**src/rtl/mem_ctrl.sv**
```systemverilog
// Byte-serial memory controller arbitrating the single RAM port between
// instruction fetch and the load/store buffer, with round-robin grants.
module mem_ctrl #(
  parameter int unsigned             ADDR_WIDTH = 32,
  parameter logic [ADDR_WIDTH-1:0]   IO_BASE    = 32'h30000,
  localparam int unsigned            DATA_WIDTH = 32
) (
  input  logic                  clk_in,
  input  logic                  rst_in,
  input  logic                  rdy_in,
  input  logic                  flush_signal,
  input  logic                  if_query_en,
  input  logic [ADDR_WIDTH-1:0] if_query_addr,
  output logic                  if_reply_en,
  output logic [DATA_WIDTH-1:0] if_reply_data,
  input  logic                  lsb_query_en,
  input  logic                  lsb_query_type,
  input  logic [ADDR_WIDTH-1:0] lsb_query_addr,
  input  logic [1:0]            lsb_data_width,
  input  logic [DATA_WIDTH-1:0] lsb_query_data,
  output logic                  lsb_reply_en,
  output logic [DATA_WIDTH-1:0] lsb_reply_data,
  input  logic [7:0]            mem_din,
  output logic [7:0]            mem_dout,
  output logic [ADDR_WIDTH-1:0] mem_a,
  output logic                  mem_wr,
  input  logic                  io_buffer_full
);

  localparam int unsigned CNT_WIDTH = 3;
  localparam int unsigned IO_SPAN   = 8;

  typedef enum logic [1:0] {IDLE, READ, WRITE, DONE} state_t;
  typedef enum logic {SRC_IF, SRC_LSB} src_t;

  state_t                state, state_n;
  src_t                  last_grant, last_grant_n, src, src_n;
  logic [ADDR_WIDTH-1:0] addr, addr_n, mem_a_n;
  logic [CNT_WIDTH-1:0]  nbytes, nbytes_n, k, k_n;
  logic [DATA_WIDTH-1:0] wdata, wdata_n, rdata, rdata_n;
  logic [7:0]            mem_dout_n;
  logic                  mem_wr_n;
  logic                  if_reply_en_n, lsb_reply_en_n;
  logic [DATA_WIDTH-1:0] if_reply_data_n, lsb_reply_data_n;

  logic [ADDR_WIDTH-1:0] byte_addr;
  logic [1:0]            cap_idx;
  logic [DATA_WIDTH-1:0] rdata_cap;
  logic                  io_stall;
  logic                  grant_if, grant_lsb;
  logic [CNT_WIDTH-1:0]  lsb_nbytes;

  // Datapath helpers: RAM data arrives two edges after its address is driven
  always_comb begin
    byte_addr = addr + ADDR_WIDTH'(k);
    cap_idx   = 2'(k - CNT_WIDTH'(2));
    rdata_cap = rdata | (DATA_WIDTH'(mem_din) << {cap_idx, 3'b000});
    io_stall  = io_buffer_full && ((byte_addr - IO_BASE) < ADDR_WIDTH'(IO_SPAN));
    grant_if  = if_query_en && (!lsb_query_en || last_grant == SRC_LSB);
    grant_lsb = lsb_query_en && !grant_if;
    case (lsb_data_width)
      2'd0:    lsb_nbytes = CNT_WIDTH'(1);
      2'd1:    lsb_nbytes = CNT_WIDTH'(2);
      default: lsb_nbytes = CNT_WIDTH'(4);
    endcase
  end

  // Next-state and registered-output logic
  always_comb begin
    state_n          = state;
    last_grant_n     = last_grant;
    src_n            = src;
    addr_n           = addr;
    nbytes_n         = nbytes;
    k_n              = k;
    wdata_n          = wdata;
    rdata_n          = rdata;
    mem_a_n          = mem_a;
    mem_dout_n       = mem_dout;
    mem_wr_n         = mem_wr;
    if_reply_en_n    = 1'b0;
    lsb_reply_en_n   = 1'b0;
    if_reply_data_n  = if_reply_data;
    lsb_reply_data_n = lsb_reply_data;

    case (state)
      IDLE: begin
        if (!flush_signal && (grant_if || grant_lsb)) begin
          k_n     = '0;
          rdata_n = '0;
          if (grant_if) begin
            src_n        = SRC_IF;
            last_grant_n = SRC_IF;
            addr_n       = if_query_addr;
            nbytes_n     = CNT_WIDTH'(4);
            wdata_n      = '0;
            state_n      = READ;
          end else begin
            src_n        = SRC_LSB;
            last_grant_n = SRC_LSB;
            addr_n       = lsb_query_addr;
            nbytes_n     = lsb_nbytes;
            wdata_n      = lsb_query_data;
            state_n      = lsb_query_type ? WRITE : READ;
          end
        end
      end
      READ: begin
        // A completing reply wins over a same-edge flush
        if (k == nbytes + CNT_WIDTH'(1)) begin
          if (src == SRC_IF) begin
            if_reply_en_n   = 1'b1;
            if_reply_data_n = rdata_cap;
          end else begin
            lsb_reply_en_n   = 1'b1;
            lsb_reply_data_n = rdata_cap;
          end
          rdata_n = rdata_cap;
          state_n = DONE;
        end else if (flush_signal) begin
          mem_a_n = '0;
          state_n = IDLE;
        end else begin
          if (k < nbytes) mem_a_n = byte_addr;
          if (k >= CNT_WIDTH'(2)) rdata_n = rdata_cap;
          mem_wr_n = 1'b0;
          k_n      = k + CNT_WIDTH'(1);
        end
      end
      WRITE: begin
        // Committed stores ignore flush; IO window writes stall on a full buffer
        if (k == nbytes) begin
          mem_wr_n       = 1'b0;
          lsb_reply_en_n = 1'b1;
          state_n        = DONE;
        end else begin
          mem_a_n    = byte_addr;
          mem_dout_n = 8'(wdata >> {k[1:0], 3'b000});
          if (io_stall) begin
            mem_wr_n = 1'b0;
          end else begin
            mem_wr_n = 1'b1;
            k_n      = k + CNT_WIDTH'(1);
          end
        end
      end
      DONE: begin
        state_n = IDLE;
      end
      default: begin
        state_n = IDLE;
      end
    endcase
  end

  // State and output registers; rdy_in low freezes everything
  always_ff @(posedge clk_in or negedge rst_in) begin
    if (!rst_in) begin
      state          <= IDLE;
      last_grant     <= SRC_LSB;
      src            <= SRC_IF;
      addr           <= '0;
      nbytes         <= '0;
      k              <= '0;
      wdata          <= '0;
      rdata          <= '0;
      mem_a          <= '0;
      mem_dout       <= '0;
      mem_wr         <= 1'b0;
      if_reply_en    <= 1'b0;
      lsb_reply_en   <= 1'b0;
      if_reply_data  <= '0;
      lsb_reply_data <= '0;
    end else if (rdy_in) begin
      state          <= state_n;
      last_grant     <= last_grant_n;
      src            <= src_n;
      addr           <= addr_n;
      nbytes         <= nbytes_n;
      k              <= k_n;
      wdata          <= wdata_n;
      rdata          <= rdata_n;
      mem_a          <= mem_a_n;
      mem_dout       <= mem_dout_n;
      mem_wr         <= mem_wr_n;
      if_reply_en    <= if_reply_en_n;
      lsb_reply_en   <= lsb_reply_en_n;
      if_reply_data  <= if_reply_data_n;
      lsb_reply_data <= lsb_reply_data_n;
    end
  end

endmodule

```
**config.mk**
```make
export PLATFORM = sky130hd
export DESIGN_NAME = mem_ctrl
export DESIGN_NICKNAME = d
export VERILOG_FILES = /design/src/rtl/mem_ctrl.sv
export SDC_FILE = /design/constraint.sdc
export NUM_CORES = 1
export LEC_CHECK = 0
export BUFFER_PORTS_ARGS = -buffer_cell sky130_fd_sc_hd__buf_2
export CAP_MARGIN = 20
export CORE_UTILIZATION = 43
export CTS_BUF_LIST = sky130_fd_sc_hd__clkbuf_16
export DETAILED_ROUTE_END_ITERATION = 6
export GPL_ROUTABILITY_DRIVEN = 1
export PLACE_DENSITY = 0.69
export SLEW_MARGIN = 10
export SYNTH_ARGS = -nofsm -noshare
export SYNTH_HDL_FRONTEND = slang
export SYNTH_SLANG_ARGS = --single-unit
```
**constraint.sdc**
```tcl
create_clock -name clk_in -period 5.3 [get_ports clk_in]
set_input_delay 0.53 -clock clk_in [delete_from_list [all_inputs] [get_ports clk_in]]
set_output_delay 0.53 -clock clk_in [all_outputs]
set_load 0.02 [all_outputs]
```
==> key figures <==
STA
  – Final Setup Violations: 0
  – Count of final max-slew check failures: 0
  – RSZ-0062 raised after global routing: false
  – Layout Skew: ~7.5 ps
  – Slew @ Worst Pin: around 1000 ps
  – Period utilization: 0.7065
  – Minimum clock period: 3745 ps
  – Final setup TNS: 0 ps
  – Worst slew margin: 0.3248
  – Fmax: about 270 MHz
  – Final Hold Viols: 0

Synth
  – Syn_area_per_cell: roughly 9.7 µm²
  – Yosys synthesis warning count: 0
  – Number of synthesized flops with an enable pin: 0
  – Part of the Yosys area used for sequential elements: 0.5355
  – Mapped Nets: between 1000 and 1500
  – Most used DFF post-synth: dfrtp_1
  – Synth Instances: just over 1000
  – Count of state elements after synthesis: between 200 and 250
  – Async SR Flop Fraction: 1.000
  – Synth cell types: 69
  – Mapped Area: around 0.010 mm²

Finish
  – Commonest non-fill, non-tap cell in the layout: buf_2
  – Layout Cells excl Fill: ~1500
  – Synthesis-to-layout area growth: 20.30%
  – Commonest non-fill, non-tap cells in the layout: buf_2 (219), dfrtp_1 (212), nand2_1 (180), o21ai_0 (135), a21oi_1 (104)
  – Share of layout cells above drive strength 1: 0.2482
  – Final nets: between 1000 and 1500
  – FILL cells: 2073

Global routing
  – Busiest grt layer: met2
  – Gr usage total: 0.2123
  – Largest net degree at the start of global routing: 122
  – First-pass GRT wire length: about 41000 µm
  – Routing usage on met1: 0.2893
  – Vias in the first global route: 7791
  – Grt met3 use: 0.03467
  – Overflow after GRT: 0
  – Met2 Usage GRT: 0.3506
  – Initial antenna violation count: 1

Placed design
  – GP Congestion: 0.8966
  – Buffers on Ports: between 200 and 250
  – Placed insts: roughly 1500
  – Post-DP HPWL: between 15000 and 20000 µm

Clocking
  – CTS tree: built
  – CTS buffer count: 23
  – CTS Buffer Depth: 3
  – CTS sink cnt: ~210
  – Cts hold-fix bufs: 0
  – H-tree Lvls: 1
  – CTS-repair resized insts: 0
  – CTS Root Cell: clkbuf_16
  – Skew-Pair Late Insertion Delay: approximately 510 ps
  – CTS clk-pin slew, worst paths: 60 ps
  – Post-CTS setup buffers: 0

Routing
  – DR WL/cell: around 16 µm
  – Vias per cell: 5.203
  – Final wirelength: 24560 µm
  – Via count: 7908
  – Number of detailed-route iterations in the first pass: 5
  – Final ANT Viol Nets: 0
  – # DRC: 0
  – DR iter-0 viols: roughly 420

Floorplanning
  – CORE AREA: ~0.023 mm²
  – Die Y: 154.2 µm
  – FP Rows: 55
  – Initial Utilization: 0.4397
  – Ports: between 200 and 250
  – Die Wd: approximately 150 µm
  – Die area: approximately 0.024 mm²

Critical path
  – Critical path cell sequence: inv_1 -> ha_1 -> nor3_1 -> nand2_1 -> nand2_1 -> or3_1 -> buf_4 -> or2_1 -> o21ai_0
  – Critical Path RT: between 5000 and 6000 ps
  – Slowest CP cell: dfrtp_1
  – Critical path type: register to register
  – Kind of cell adding the most delay to the critical path: simple AND/OR/NAND/NOR gates
  – CP Buf/Inv Count: 2
  – Crit path launch type: register
  – Crit path top cell by count: nand2_1
  – Largest stage delay, worst path: about 850 ps
  – Critical Path Fanout Max: 35
  – Critical path capture point type: register
  – CP arrival: 4090 ps

Power and ir drop
  – Peak VDD IR: approximately 0.00037 V
  – Power Density: between 500 and 600 mW/mm²
  – Leak Pwr: 5.875 nW

Status
  – Outcome: complete, no violations

Flow run
  – Max-cap violations: 0

Hold path
  – Worst Hold Class: primary input to async pin
[synthesized netlist by cell type (all sizes together) (5+ instances only)]
master | count | area [µm²]
clkbuf | 48 | 231.5
and3 | 9 | 62.56
ha | 12 | 150.1
buf | 19 | 93.84
nor4 | 6 | 52.55
mux2i | 34 | 340.3
inv | 17 | 63.81
nor2 | 91 | 349.1
xor2 | 20 | 175.2
mux2 | 9 | 101.4
o21ai | 136 | 680.7
a21oi | 106 | 553.0
dfrtp | 212 | 5305
nand2 | 180 | 675.7
mux4 | 8 | 180.2
xnor2 | 14 | 122.6
nand4 | 8 | 65.06
a21o | 5 | 37.54
nor3 | 14 | 75.07
nand3 | 27 | 160.2
[routing by layer]
metal	wire length, µm	share of wire
met5	0	0
met4	479	0.020
met3	1375	0.056
met2	11630	0.47
met1	11070	0.45
[stage by stage]
stage	utilization	power, W	instance area, µm²	setup slack, ps	hold slack [ps]
3_3_place_gp	0.4947	0.005498	11200	1623	458.2
3_5_place_dp	0.4953	0.005586	11210	1486	464.9
6_report	0.5290	0.007161	11980	1555	93.08
2_1_floorplan	-	0.004691	9956	2414	234.4
4_1_cts	0.5288	0.007229	11970	1471	204.9
5_1_grt	0.5289	0.007670	11970	1071	235.0
[registers in the layout, summed over array words and instances (netlist names)]
register        flops
nbytes              3
last_grant          1
lsb_reply_data     32
k                   3
lsb_reply_en        1
addr               32
wdata              32
src                 1
mem_dout            8
if_reply_data      32
state               2
if_reply_en         1
rdata              32
mem_a              32
mem_wr              1
[where the power goes]
| group | switching (W) | internal (W) | total, W |
|---|---|---|---|
| Clock | 0.000635 | 0.000980 | 0.00162 |
| Combinational | 0.00165 | 0.00100 | 0.00265 |
| Sequential | 0.000569 | 0.00232 | 0.00289 |
[logic make-up (layout without fill, tap and decap cells)]
group,after synthesis,in the layout,synth area share
adders and majority gates,13,13,0.01709
muxes,51,51,0.06246
xor gates and xnor gates,34,34,0.02991
buffers and inverters,84,288,0.03908
AOI/OAI and AO/OA,278,278,0.1553
and+or+nand+nor,356,356,0.1606
other,0,2,0
DFF,213,213,0.5355
[final cells by class]
type | count | area [µm²] | area share
Clock buffer | 23 | 575.6 | 0.04806
Inverter | 17 | 63.81 | 0.005328
Sequential cell | 213 | 5331 | 0.4452
Multi-Input combinational cell | 732 | 4270 | 0.3566
Tap cell | 285 | 356.6 | 0.02977
Clock inverter | 18 | 181.4 | 0.01515
Antenna cell | 2 | 5.005 | 0.0004179
Timing Repair Buffer | 230 | 1192 | 0.09956
[path summary, 6_finish.rpt]
check	startpoint	end	slack, ps	cells after the start
min in group clk_in	lsb_query_data[28]	wdata[28]	260	3
worst max-delay path	k[0]	mem_a[9]	1560	9
worst min-delay path	rst_in	addr[12]	90	1
worst min register to register	lsb_reply_data[4]	lsb_reply_data[4]	470	2
max in group asynchronous	rst_in	rdata[20]	3930	2
worst max register to register	k[0]	mem_a[9]	1560	9
(Power assumes the default switching activity.)
